<file path="src/rtl/seq_divider_pkg.sv">
// package_settings: shared settings for the sequential divider.
//   SIZE_DATA   - default operand/result width
//   DIV_MAX_W   - widest operand the div_abs helper can handle
//   div_state_t - divider FSM state encoding
//   div_abs     - magnitude of a (possibly signed) value of a given width
package package_settings;

  localparam int SIZE_DATA = 8;
  localparam int DIV_MAX_W = 64;

  typedef enum logic [1:0] {DIV_IDLE, DIV_CALC, DIV_FIX, DIV_DONE} div_state_t;

  // Operates on a zero-extended DIV_MAX_W container so any DATA_WIDTH up to
  // DIV_MAX_W can share one helper; the caller truncates the result back.
  function automatic logic [DIV_MAX_W-1:0] div_abs(input logic [DIV_MAX_W-1:0] value,
                                                   input int width,
                                                   input logic is_signed);
    logic [DIV_MAX_W-1:0] mask;
    mask = (width >= DIV_MAX_W) ? '1 : ((DIV_MAX_W'(1) << width) - DIV_MAX_W'(1));
    if (is_signed && value[6'(width - 1)]) begin
      return (~value + DIV_MAX_W'(1)) & mask;
    end
    return value & mask;
  endfunction

endpackage

</file>
<file path="src/rtl/seq_divider_step.sv">
// divider_step: one combinational restoring-division iteration.
//   rem_in   - partial remainder (always < divisor)
//   bit_in   - next dividend bit shifted in
//   divisor  - divisor magnitude
//   rem_out  - next partial remainder
//   q_bit    - quotient bit produced by this iteration
module divider_step
  import package_settings::*;
#(
  parameter int WIDTH = SIZE_DATA
) (
  input  logic [WIDTH-1:0] rem_in,
  input  logic             bit_in,
  input  logic [WIDTH-1:0] divisor,
  output logic [WIDTH-1:0] rem_out,
  output logic             q_bit
);

  logic [WIDTH:0] trial;

  // Because rem_in < divisor, the trial difference always lies inside the
  // signed range of WIDTH+1 bits, so bit WIDTH is a reliable sign.
  always_comb begin
    trial = {rem_in, bit_in} - {1'b0, divisor};
    if (trial[WIDTH]) begin
      rem_out = {rem_in[WIDTH-2:0], bit_in};
      q_bit   = 1'b0;
    end else begin
      rem_out = trial[WIDTH-1:0];
      q_bit   = 1'b1;
    end
  end

endmodule

</file>
<file path="src/rtl/seq_divider.sv">
// seq_divider: multi-cycle radix-2 restoring divider with valid/ready
// handshakes, signed or unsigned operation and divide-by-zero/overflow flags.
//   clk, reset            - clock, synchronous active-high reset
//   in_valid/in_ready     - operand handshake (in_ready high only when idle)
//   dividend, divisor     - operands
//   out_valid/out_ready   - result handshake (result held until accepted)
//   quotient, remainder   - results, quotient truncated toward zero
//   div_by_zero, overflow - status flags, valid with out_valid
//
// state    | meaning
// ---------+-----------------------------------------------------------
// DIV_IDLE | waiting for operands, in_ready high
// DIV_CALC | one restoring iteration per cycle, DATA_WIDTH cycles
// DIV_FIX  | apply result signs, load output registers
// DIV_DONE | raise out_valid one cycle after entry, hold until accepted
module seq_divider
  import package_settings::*;
#(
  parameter int DATA_WIDTH  = SIZE_DATA,
  parameter int SIGNED_MODE = 1
) (
  input  logic                  clk,
  input  logic                  reset,
  input  logic                  in_valid,
  output logic                  in_ready,
  input  logic [DATA_WIDTH-1:0] dividend,
  input  logic [DATA_WIDTH-1:0] divisor,
  output logic                  out_valid,
  input  logic                  out_ready,
  output logic [DATA_WIDTH-1:0] quotient,
  output logic [DATA_WIDTH-1:0] remainder,
  output logic                  div_by_zero,
  output logic                  overflow
);

  localparam int CNT_W = $clog2(DATA_WIDTH + 1);
  localparam logic [DATA_WIDTH-1:0] MIN_VAL = {1'b1, {(DATA_WIDTH-1){1'b0}}};
  localparam logic IS_SIGNED = (SIGNED_MODE != 0);

  div_state_t state, state_next;

  logic [DATA_WIDTH-1:0] rem_r, dvd_r, dsr_r;
  logic [DATA_WIDTH-1:0] step_rem, dvd_mag, dsr_mag;
  logic                  step_q;
  logic [CNT_W-1:0]      cnt;
  logic                  qneg, rneg;
  logic                  accept, is_zero, is_ovf;

  assign accept  = in_valid && in_ready;
  assign is_zero = (divisor == '0);
  assign is_ovf  = IS_SIGNED && (dividend == MIN_VAL) && (divisor == '1);
  assign dvd_mag = DATA_WIDTH'(div_abs(DIV_MAX_W'(dividend), DATA_WIDTH, IS_SIGNED));
  assign dsr_mag = DATA_WIDTH'(div_abs(DIV_MAX_W'(divisor), DATA_WIDTH, IS_SIGNED));

  // dvd_r doubles as the quotient accumulator: dividend bits leave at the
  // top while quotient bits enter at the bottom.
  divider_step #(.WIDTH(DATA_WIDTH)) u_step (
    .rem_in  (rem_r),
    .bit_in  (dvd_r[DATA_WIDTH-1]),
    .divisor (dsr_r),
    .rem_out (step_rem),
    .q_bit   (step_q)
  );

  always_ff @(posedge clk) begin
    if (reset) state <= DIV_IDLE;
    else       state <= state_next;
  end

  always_comb begin
    state_next = state;
    case (state)
      DIV_IDLE: if (accept) state_next = (is_zero || is_ovf) ? DIV_DONE : DIV_CALC;
      DIV_CALC: if (cnt == CNT_W'(DATA_WIDTH - 1)) state_next = DIV_FIX;
      DIV_FIX:  state_next = DIV_DONE;
      DIV_DONE: if (out_valid && out_ready) state_next = DIV_IDLE;
      default:  state_next = DIV_IDLE;
    endcase
  end

  always_ff @(posedge clk) begin
    if (reset) begin
      in_ready    <= 1'b1;
      out_valid   <= 1'b0;
      quotient    <= '0;
      remainder   <= '0;
      div_by_zero <= 1'b0;
      overflow    <= 1'b0;
      rem_r       <= '0;
      dvd_r       <= '0;
      dsr_r       <= '0;
      cnt         <= '0;
      qneg        <= 1'b0;
      rneg        <= 1'b0;
    end else begin
      in_ready <= (state_next == DIV_IDLE);
      case (state)
        DIV_IDLE: begin
          if (accept) begin
            div_by_zero <= is_zero;
            overflow    <= is_ovf;
            if (is_zero) begin
              quotient  <= '1;
              remainder <= dividend;
            end else if (is_ovf) begin
              quotient  <= MIN_VAL;
              remainder <= '0;
            end else begin
              dvd_r <= dvd_mag;
              dsr_r <= dsr_mag;
              rem_r <= '0;
              cnt   <= '0;
              qneg  <= IS_SIGNED && (dividend[DATA_WIDTH-1] ^ divisor[DATA_WIDTH-1]);
              rneg  <= IS_SIGNED && dividend[DATA_WIDTH-1];
            end
          end
        end
        DIV_CALC: begin
          rem_r <= step_rem;
          dvd_r <= {dvd_r[DATA_WIDTH-2:0], step_q};
          cnt   <= cnt + CNT_W'(1);
        end
        DIV_FIX: begin
          quotient  <= qneg ? -dvd_r : dvd_r;
          remainder <= rneg ? -rem_r : rem_r;
        end
        DIV_DONE: begin
          // out_valid trails DONE entry by one cycle so results are settled
          // in their registers before they are advertised.
          if (!out_valid)     out_valid <= 1'b1;
          else if (out_ready) out_valid <= 1'b0;
        end
        default: ;
      endcase
    end
  end

endmodule

</file>
<file path="config.mk">
export PLATFORM = sky130hd
export DESIGN_NAME = seq_divider
export DESIGN_NICKNAME = d
export VERILOG_FILES = /design/src/rtl/seq_divider_pkg.sv /design/src/rtl/seq_divider_step.sv /design/src/rtl/seq_divider.sv
export SDC_FILE = /design/constraint.sdc
export NUM_CORES = 1
export LEC_CHECK = 0
export ABC_AREA = 1
export CORE_ASPECT_RATIO = 1.4
export CORE_MARGIN = 2
export CORE_UTILIZATION = 45
export DETAILED_ROUTE_END_ITERATION = 8
export PLACE_DENSITY = 0.72
export SLEW_MARGIN = 40
export SYNTH_ARGS = -nofsm -noshare
export SYNTH_HDL_FRONTEND = slang
export SYNTH_SLANG_ARGS = --single-unit
</file>
<file path="constraint.sdc">
create_clock -name clk -period 4 [get_ports clk]
set_clock_uncertainty 0.2 [all_clocks]
set_input_delay 0.8 -clock clk [delete_from_list [all_inputs] [get_ports clk]]
set_output_delay 0.8 -clock clk [all_outputs]
set_load 0.02 [all_outputs]
</file>
==> report_table.html, run 1 <==
<table>
<tr><th>Metric</th><th>Value</th></tr>
<tr><th colspan="2">Outcome</th></tr>
<tr><td>Run status</td><td>finished clean</td></tr>
<tr><th colspan="2">CTS</th></tr>
<tr><td>Clock-pin slew of the registers on the worst-case setup and hold paths</td><td>about 0.09 ns</td></tr>
<tr><td>Post-cts hold buffer count</td><td>0</td></tr>
<tr><td>Number of buffers created by CTS</td><td>5</td></tr>
<tr><td>Clock buffer depth</td><td>2</td></tr>
<tr><td>Later-pin clock latency in the skew report</td><td>roughly 0.31 ns</td></tr>
<tr><td>Total setup buffers inserted after CTS</td><td>0</td></tr>
<tr><td>Post-cts gate resize count</td><td>0</td></tr>
<tr><td>Master cell of the clock root buffer</td><td>clkbuf_8</td></tr>
<tr><td>Clock tree sinks</td><td>52</td></tr>
<tr><td>Number of H-tree branching levels</td><td>2</td></tr>
<tr><td>Clock tree from TritonCTS</td><td>yes</td></tr>
<tr><th colspan="2">Routing</th></tr>
<tr><td>Post-DR wirelength/cell</td><td>~13 microns</td></tr>
<tr><td>Count of unresolved DRC violations after routing</td><td>0</td></tr>
<tr><td>Final wirelength</td><td>about 9 mm</td></tr>
<tr><td>Vias per Instance</td><td>between 5 and 6</td></tr>
<tr><td>Remaining antenna violation count</td><td>0</td></tr>
<tr><td>First-iteration detailed-routing DRC count</td><td>approximately 250</td></tr>
<tr><td>Number of iterations in the first detailed-routing pass</td><td>4</td></tr>
<tr><td>Via total after detailed routing</td><td>3538</td></tr>
<tr><th colspan="2">Cells and area</th></tr>
<tr><td>Share of post-route cells with drive strength above 1</td><td>4.99%</td></tr>
<tr><td>Fin nets</td><td>around 600</td></tr>
<tr><td>Area growth from synthesis to final layout</td><td>14.8%</td></tr>
<tr><td>N_diodes</td><td>0</td></tr>
<tr><td>Utilization after layout</td><td>between 50 and 60%</td></tr>
<tr><th colspan="2">Global routing</th></tr>
<tr><td>Antenna violations before repair</td><td>0</td></tr>
<tr><td>Met3 GRT Util</td><td>under 10%</td></tr>
<tr><td>GR Util met2</td><td>about two fifths</td></tr>
<tr><td>Vias in the first global route</td><td>about 3300</td></tr>
<tr><td>GR Util met1</td><td>about a quarter</td></tr>
<tr><td>Total gr overflow</td><td>0</td></tr>
<tr><td>Global-route wire length before repair</td><td>15.0 mm</td></tr>
<tr><td>Global-route total usage across every layer</td><td>between 20% and 30%</td></tr>
<tr><td>Top Usage Layer GRT</td><td>met2</td></tr>
<tr><td>Maximum number of pins on one net before global-route repair</td><td>29</td></tr>
<tr><th colspan="2">Timing</th></tr>
<tr><td>Highest achievable clock rate</td><td>between 300 and 400 MHz</td></tr>
<tr><td>Minimum clock period</td><td>2.90 ns</td></tr>
<tr><td>Total negative slack</td><td>0 ns</td></tr>
<tr><td>Final worst-path cycle share</td><td>72.4%</td></tr>
<tr><td>Slew at the pin with the worst max-slew slack</td><td>roughly 0.7 ns</td></tr>
<tr><td>Setup repair after global routing missed its margin</td><td>no</td></tr>
<tr><td>Final Slew Violations</td><td>0</td></tr>
<tr><td>Hold Violations, Final</td><td>0</td></tr>
<tr><td>Finish-stage setup viols</td><td>0</td></tr>
<tr><td>Relative max-transition margin</td><td>between 50% and 60%</td></tr>
<tr><td>Minimum hold slack</td><td>roughly 0.28 ns</td></tr>
<tr><td>Final setup margin</td><td>approximately 1.1 ns</td></tr>
<tr><th colspan="2">Worst setup path</th></tr>
<tr><td>Path type of the worst setup path</td><td>in2reg</td></tr>
<tr><td>CP top delay family</td><td>buffers and inverters</td></tr>
<tr><td>Internal reg-to-reg setup slack</td><td>~1.5 ns</td></tr>
<tr><td>CP endpoint kind</td><td>flop</td></tr>
<tr><td>Startpoint types</td><td>input pin</td></tr>
<tr><td>Worst path cell trace</td><td>clkdlybuf4s50_1 &gt; inv_1 &gt; nand2_1 &gt; nor3_2 &gt; inv_2 &gt; nand3_1 &gt; o21ai_0 &gt; a21oi_1</td></tr>
<tr><td>Buf/Inv on CP</td><td>3</td></tr>
<tr><td>Maximum single-stage delay on the critical path</td><td>between 0.7 and 0.8 ns</td></tr>
<tr><td>CP Data Arrival Time</td><td>2.88 ns</td></tr>
<tr><td>Terminus of the critical flop-to-flop path</td><td>dvd_r[0]</td></tr>
<tr><td>Critical-path cell with the highest stage delay</td><td>clkdlybuf4s50_1</td></tr>
<tr><td>Worst R2R Path Depth</td><td>14</td></tr>
<tr><td>Largest fanout on the critical path</td><td>21</td></tr>
<tr><td>Start of the worst register-to-register path</td><td>dvd_r[7]</td></tr>
<tr><td>Required time of the critical path</td><td>about 4.0 ns</td></tr>
<tr><th colspan="2">Placement</th></tr>
<tr><td>Global placer's final weighted congestion</td><td>0.930</td></tr>
<tr><td>Worst setup slack after placement</td><td>~0.8 ns</td></tr>
<tr><td>HPWL after detailed placement</td><td>roughly 6.8 mm</td></tr>
<tr><td>Buffers added on ports</td><td>39</td></tr>
<tr><th colspan="2">Logic synthesis</th></tr>
<tr><td>Main combinational cell family by area after synthesis</td><td>simple AND/OR/NAND/NOR gates</td></tr>
<tr><td>Mean instance size in the synthesized netlist</td><td>~6.3 sq um</td></tr>
<tr><td>Most frequently used cell type in the post-synthesis netlist</td><td>nand2_1</td></tr>
<tr><td>Net count after synthesis</td><td>~590</td></tr>
<tr><td>Number of synthesized flops with an enable pin</td><td>0</td></tr>
<tr><td>Post-synth design cell area</td><td>between 0.003 and 0.004 sq mm</td></tr>
<tr><td>Synthesized-area fraction occupied by and/or/nand/nor cells</td><td>a little under two fifths</td></tr>
<tr><td>Cell variety after synth</td><td>35</td></tr>
<tr><td>Multiplexer share of the synthesized area</td><td>0%</td></tr>
<tr><td>Seq cells post-synth</td><td>52</td></tr>
<tr><td>Sequential-to-total area share from yosys stat</td><td>between 30 and 40%</td></tr>
<tr><td>Most instantiated flip-flop cell in the synthesis netlist</td><td>dfxtp_1</td></tr>
<tr><td>Share of flip-flops with an asynchronous set or reset</td><td>0%</td></tr>
<tr><td>Yosys top cell area share</td><td>30.0%</td></tr>
<tr><td>Top cells by area in the synthesized netlist</td><td>dfxtp_1, nand2_1, nand3_1</td></tr>
<tr><td>Top cell type by total area after synthesis</td><td>dfxtp_1</td></tr>
<tr><td>XOR/XNOR share of the synthesized area</td><td>between 1.5 and 2%</td></tr>
<tr><td>Compound-Gate Fraction of Synth Area</td><td>~15%</td></tr>
<tr><td>Count of mapped cells out of synthesis</td><td>551</td></tr>
<tr><td>Commonest cells in the synthesized netlist</td><td>nand2_1, inv_1, nand3_1</td></tr>
<tr><td>Adder and majority cell fraction of the synthesized area</td><td>between 5 and 6%</td></tr>
<tr><td>Yosys synthesis warning count</td><td>0</td></tr>
<tr><th colspan="2">Worst hold path</th></tr>
<tr><td>Worst Hold Depth</td><td>2</td></tr>
<tr><td>Worst Hold Endpoint</td><td>overflow</td></tr>
<tr><td>Worst hold-check path type</td><td>reg2reg</td></tr>
<tr><td>HP Start</td><td>overflow</td></tr>
<tr><th colspan="2">Power and ir drop</th></tr>
<tr><td>Pwr/cell area</td><td>roughly 410 mW/mm^2</td></tr>
<tr><td>LEAKAGE</td><td>1.79 nW</td></tr>
<tr><td>Worst ir drop on vdd</td><td>about 0.18 mV</td></tr>
<tr><th colspan="2">Die</th></tr>
<tr><td>Die height</td><td>~110 microns</td></tr>
<tr><td>Chip Width</td><td>about 80 microns</td></tr>
<tr><td>Core Rows</td><td>37</td></tr>
<tr><td>Initial Utilization</td><td>a little under half</td></tr>
<tr><td>Placeable core region</td><td>~0.0074 sq mm</td></tr>
<tr><td>Floorplan die area</td><td>~0.0084 sq mm</td></tr>
<tr><td>Number of top-level pins</td><td>40</td></tr>
<tr><th colspan="2">Job</th></tr>
<tr><td>Count of max-cap constraint violations</td><td>0</td></tr>
</table>
[metal layers]
metal / share of wire, % / vias to the layer above
met5: 0 / -
met4: 2.8 / 0
met3: 2.5 / 18
met2: 52 / 62
met1: 43 / 1616
li1: - / 1842
[state kept, by name, summed over array words and instances, names as in the netlist]
register,flops
quotient,8
rneg,1
div_by_zero,1
dsr_r,8
state,2
out_valid,1
dvd_r,8
overflow,1
qneg,1
remainder,8
rem_r,8
in_ready,1
cnt,4
[kinds of logic (layout without fill, tap and decap cells)]
group | count (synthesis) | after routing
XOR/XNOR | 6 | 6
buffers and inverters | 90 | 120
AND/OR/NAND/NOR | 287 | 287
AO/OA/AOI/OAI | 101 | 101
flip-flops | 52 | 52
adder cells (fa/ha/maj) | 15 | 15
[stage by stage]
step | power [mW] | std cells | instance area [sq um]
6_report | 1.61 | 678 | 3980
5_1_grt | 1.75 | 678 | 3980
4_1_cts | 1.61 | 678 | 3980
3_5_place_dp | 1.30 | 670 | 3890
3_3_place_gp | 1.28 | 670 | 3890
2_1_floorplan | 1.15 | 551 | 3470
[layout by cell type (no fill, tap or decap), drive strengths merged]
master and n:
buf 1, ha 14, xnor2 2, nand2 142
clkbuf 8, o21ai 48, clkinv 1, a21oi 48
o21a 1, nand3b 5, nand4 3, xor2 4
o211ai 1, nor2 59, clkdlybuf4s50 39, inv 71
fa 1, dfxtp 52, o22ai 3, nor3 4
nor4 2, or2 1, nand3 71
[worst min-delay path, delay by kind of cell, from the launching register on]
| kind | cells | cell delay, ns |
|---|---|---|
| flip-flops | 1 | 0.33 |
| AO/OA/AOI/OAI | 1 | 0.05 |
| AND/OR/NAND/NOR | 1 | 0.06 |
[worst max-delay path by stage]
| stage | slack (ns) | endpoint | from | cells after the start |
|---|---|---|---|---|
| 5_1_grt | 0.79 | dsr_r[0] | divisor[7] | 8 |
| 3_5_place_dp | 0.80 | dsr_r[1] | dividend[7] | 9 |
| 3_3_place_gp | 0.89 | dsr_r[6] | divisor[7] | 8 |
| 6_report | 1.10 | dsr_r[1] | divisor[7] | 8 |
| 4_1_cts | 1.13 | dsr_r[1] | dividend[7] | 9 |
| 2_1_floorplan | 1.79 | remainder[1] | dividend[0] | 9 |
[area by class of cell]
class                   instances  area, sq um
fillers                       771         3430
multi-input cells             409         2050
flip-flops and latches         52         1040
repair buffers                 40          398
inverters                      72          275
well taps                      97          121
clock buffers                   8         90.1
[power by group]
part	internal (mW)	switching [mW]	leakage (nW)
sequential	0.561	0.0423	0.424
combinational	0.248	0.443	1.32
clock	0.142	0.176	0.0455
Power figures use the tool's default switching activity.
==> run 2, diff against run 1 <==
==> constraint.sdc (replaced) <==
create_clock -name clk -period 2.7 [get_ports clk]
set_clock_uncertainty 0.2 [all_clocks]
set_input_delay 0.54 -clock clk [delete_from_list [all_inputs] [get_ports clk]]
set_output_delay 0.54 -clock clk [all_outputs]
set_load 0.02 [all_outputs]
==> run 2 against run 1 <==
First-iteration DRC count fell by 16%. Clock power is 49% higher. Register-to-register slack got worse by 1.3 ns. Power grew 50%. Sequential share of layout area shrank 0.66 points. Die area stayed put. Final cell count grew 1.8%. Sequential power increased by 48%. Flip-flop and latch count unchanged. Critical endpoint is now dvd_r[0].
==> report_table.html, run 2 (same netlist as run 1, synthesis figures left out) <==
<table>
<tr><th>Metric</th><th>Value</th></tr>
<tr><th colspan="2">Outcome</th></tr>
<tr><td>Run status</td><td>finished clean</td></tr>
<tr><th colspan="2">CTS</th></tr>
<tr><td>Clock buffer depth</td><td>2</td></tr>
<tr><td>Number of buffers created by CTS</td><td>5</td></tr>
<tr><td>Later-pin clock latency in the skew report</td><td>about 0.31 ns</td></tr>
<tr><td>Master cell of the clock root buffer</td><td>clkbuf_8</td></tr>
<tr><td>Post-cts hold buffer count</td><td>0</td></tr>
<tr><td>Total setup buffers inserted after CTS</td><td>0</td></tr>
<tr><td>Clock-pin slew of the registers on the worst-case setup and hold paths</td><td>0.09 ns</td></tr>
<tr><td>Number of H-tree branching levels</td><td>2</td></tr>
<tr><td>Clock tree from TritonCTS</td><td>yes</td></tr>
<tr><td>Post-cts gate resize count</td><td>0</td></tr>
<tr><td>Clock tree sinks</td><td>between 50 and 60</td></tr>
<tr><th colspan="2">Global routing</th></tr>
<tr><td>Global-route wire length before repair</td><td>around 15 mm</td></tr>
<tr><td>Total gr overflow</td><td>0</td></tr>
<tr><td>Antenna violations before repair</td><td>0</td></tr>
<tr><td>Global-route total usage across every layer</td><td>22.4%</td></tr>
<tr><td>Vias in the first global route</td><td>around 3400</td></tr>
<tr><td>Maximum number of pins on one net before global-route repair</td><td>25</td></tr>
<tr><th colspan="2">Worst hold path</th></tr>
<tr><td>Worst hold-check path type</td><td>reg2reg</td></tr>
<tr><td>Worst Hold Depth</td><td>2</td></tr>
<tr><td>HP Start</td><td>overflow</td></tr>
<tr><th colspan="2">Timing</th></tr>
<tr><td>Hold Violations, Final</td><td>0</td></tr>
<tr><td>Total negative slack</td><td>0 ns</td></tr>
<tr><td>Finish-stage setup viols</td><td>0</td></tr>
<tr><td>Final worst-path cycle share</td><td>approximately nine tenths</td></tr>
<tr><td>Minimum clock period</td><td>2.48 ns</td></tr>
<tr><td>Slew at the pin with the worst max-slew slack</td><td>approximately 0.60 ns</td></tr>
<tr><td>Relative max-transition margin</td><td>59.8%</td></tr>
<tr><td>Setup repair after global routing missed its margin</td><td>no</td></tr>
<tr><td>Highest achievable clock rate</td><td>about 400 MHz</td></tr>
<tr><td>Minimum hold slack</td><td>about 0.28 ns</td></tr>
<tr><td>Final Slew Violations</td><td>0</td></tr>
<tr><th colspan="2">Placement</th></tr>
<tr><td>Instance count after placement with tap cells included</td><td>~700</td></tr>
<tr><td>HPWL after detailed placement</td><td>approximately 7.0 mm</td></tr>
<tr><td>Total placed instance area</td><td>0.00399 sq mm</td></tr>
<tr><td>Global placer's final weighted congestion</td><td>between 0.9 and 1</td></tr>
<tr><td>Buffers added on ports</td><td>39</td></tr>
<tr><th colspan="2">Die</th></tr>
<tr><td>Core Rows</td><td>37</td></tr>
<tr><td>Number of top-level pins</td><td>40</td></tr>
<tr><td>Placeable core region</td><td>0.00741 sq mm</td></tr>
<tr><td>Initial Utilization</td><td>46.8%</td></tr>
<tr><td>Floorplan die area</td><td>~0.0084 sq mm</td></tr>
<tr><td>Die height</td><td>108 microns</td></tr>
<tr><td>Chip Width</td><td>just under 80 microns</td></tr>
<tr><th colspan="2">Routing</th></tr>
<tr><td>Count of unresolved DRC violations after routing</td><td>0</td></tr>
<tr><td>First-iteration detailed-routing DRC count</td><td>214</td></tr>
<tr><td>Detailed-route wire length on metal 1</td><td>3.67 mm</td></tr>
<tr><td>Number of iterations in the first detailed-routing pass</td><td>5</td></tr>
<tr><td>Post-DR wirelength/cell</td><td>between 10 and 15 microns</td></tr>
<tr><td>Vias per Instance</td><td>about 5.2</td></tr>
<tr><td>Met2 WL</td><td>~4.6 mm</td></tr>
<tr><td>Via total after detailed routing</td><td>3616</td></tr>
<tr><td>Met3 layer wire length in the routed design</td><td>430 microns</td></tr>
<tr><td>Remaining antenna violation count</td><td>0</td></tr>
<tr><td>DR top layer</td><td>met4</td></tr>
<tr><td>Final wirelength</td><td>about 9 mm</td></tr>
<tr><th colspan="2">Cells and area</th></tr>
<tr><td>Area growth from synthesis to final layout</td><td>17.7%</td></tr>
<tr><td>N_diodes</td><td>0</td></tr>
<tr><td>Share of post-route cells with drive strength above 1</td><td>~7%</td></tr>
<tr><td>Most frequent cells in the layout</td><td>nand2_1, inv_1, nand3_1, nor2_1, dfxtp_1</td></tr>
<tr><td>Finished Cell Area</td><td>0.00408 sq mm</td></tr>
<tr><td>Fin nets</td><td>627</td></tr>
<tr><td>Most frequent standard cell in the layout excluding fill and tap cells</td><td>nand2_1</td></tr>
<tr><td>Number of standard cells in the final layout excluding fillers</td><td>690</td></tr>
<tr><th colspan="2">Job</th></tr>
<tr><td>Count of max-cap constraint violations</td><td>0</td></tr>
<tr><th colspan="2">Worst setup path</th></tr>
<tr><td>CP Data Arrival Time</td><td>2.50 ns</td></tr>
<tr><td>Launch point of the critical path</td><td>dvd_r[7]</td></tr>
<tr><td>Startpoint types</td><td>flop</td></tr>
<tr><td>Start of the worst register-to-register path</td><td>dvd_r[7]</td></tr>
<tr><td>CP endpoint kind</td><td>flop</td></tr>
<tr><td>Largest fanout on the critical path</td><td>9</td></tr>
<tr><td>Worst R2R Path Depth</td><td>14</td></tr>
<tr><td>Required time of the critical path</td><td>roughly 2.7 ns</td></tr>
<tr><td>Path type of the worst setup path</td><td>reg2reg</td></tr>
<tr><th colspan="2">Power and ir drop</th></tr>
<tr><td>LEAKAGE</td><td>1.85 nW</td></tr>
<tr><td>Pwr/cell area</td><td>approximately 590 mW/mm^2</td></tr>
<tr><td>Power spent charging and discharging nets</td><td>roughly 980 uW</td></tr>
<tr><td>Share of total power in sequential cells</td><td>36.9%</td></tr>
<tr><td>Worst ir drop on vdd</td><td>between 0.2 and 0.3 mV</td></tr>
<tr><td>P_int</td><td>between 1 and 1.5 mW</td></tr>
<tr><td>Total power consumption of the routed design</td><td>approximately 2.4 mW</td></tr>
<tr><td>Fraction of power consumed by combinational cells</td><td>43.4%</td></tr>
<tr><td>Fraction of power spent switching nets</td><td>approximately 41%</td></tr>
<tr><td>Clk pwr share</td><td>~20%</td></tr>
</table>
==> run 2: worst paths after layout <==
path	to	slack, ns
max reg2reg	dvd_r[0]	0.22
min	overflow	0.28
max	dvd_r[0]	0.22
min reg2reg	overflow	0.28
==> run 2: layout make-up <==
class                   instances  area, sq um
fillers                       754         3330
clock buffers                   8         90.1
flip-flops and latches         52         1040
inverters                      72          275
well taps                      97          121
multi-input cells             409         2050
repair buffers                 52          500
==> run 2: power groups by stage <==
stage	Clock [mW]	Sequential, mW	Combinational (mW)
final	0.475	0.891	1.05
after detailed placement	0	0.909	1.04
after floorplan	0	0.890	0.808
after CTS	0.491	0.891	1.05
after global placement	0	0.907	1.02
after global routing	0.509	0.901	1.21
==> run 2: per-stage QoR <==
step                util, %  setup slack, ns
detailed placement     53.9          0.00261
global route           55.1           0.0475
floorplan                 -            0.631
finish                 55.1            0.216
global placement       53.9           0.0533
CTS                    55.1            0.233
==> run 2: routing by layer <==
metal | vias to the layer above | track usage [%]
li1 | 1860 | -
met1 | 1621 | 24.3
met3 | 18 | 3.02
met4 | 0 | 9.15
met5 | - | 0
met2 | 117 | 43.0
==> run 2: worst max-delay path, stage by stage (launching register included) <==
cell and delay [ns]:
dfxtp_1 0.38, inv_1 0.11, ha_1 0.14, inv_1 0.07, fa_1 0.40, nand2_1 0.08, nand2_1 0.10, nand3_2 0.12
nand2_1 0.10, nand2_2 0.18, nand2_2 0.15, nand2_1 0.12, o21ai_0 0.10, nor2_1 0.10, nor2_1 0.04
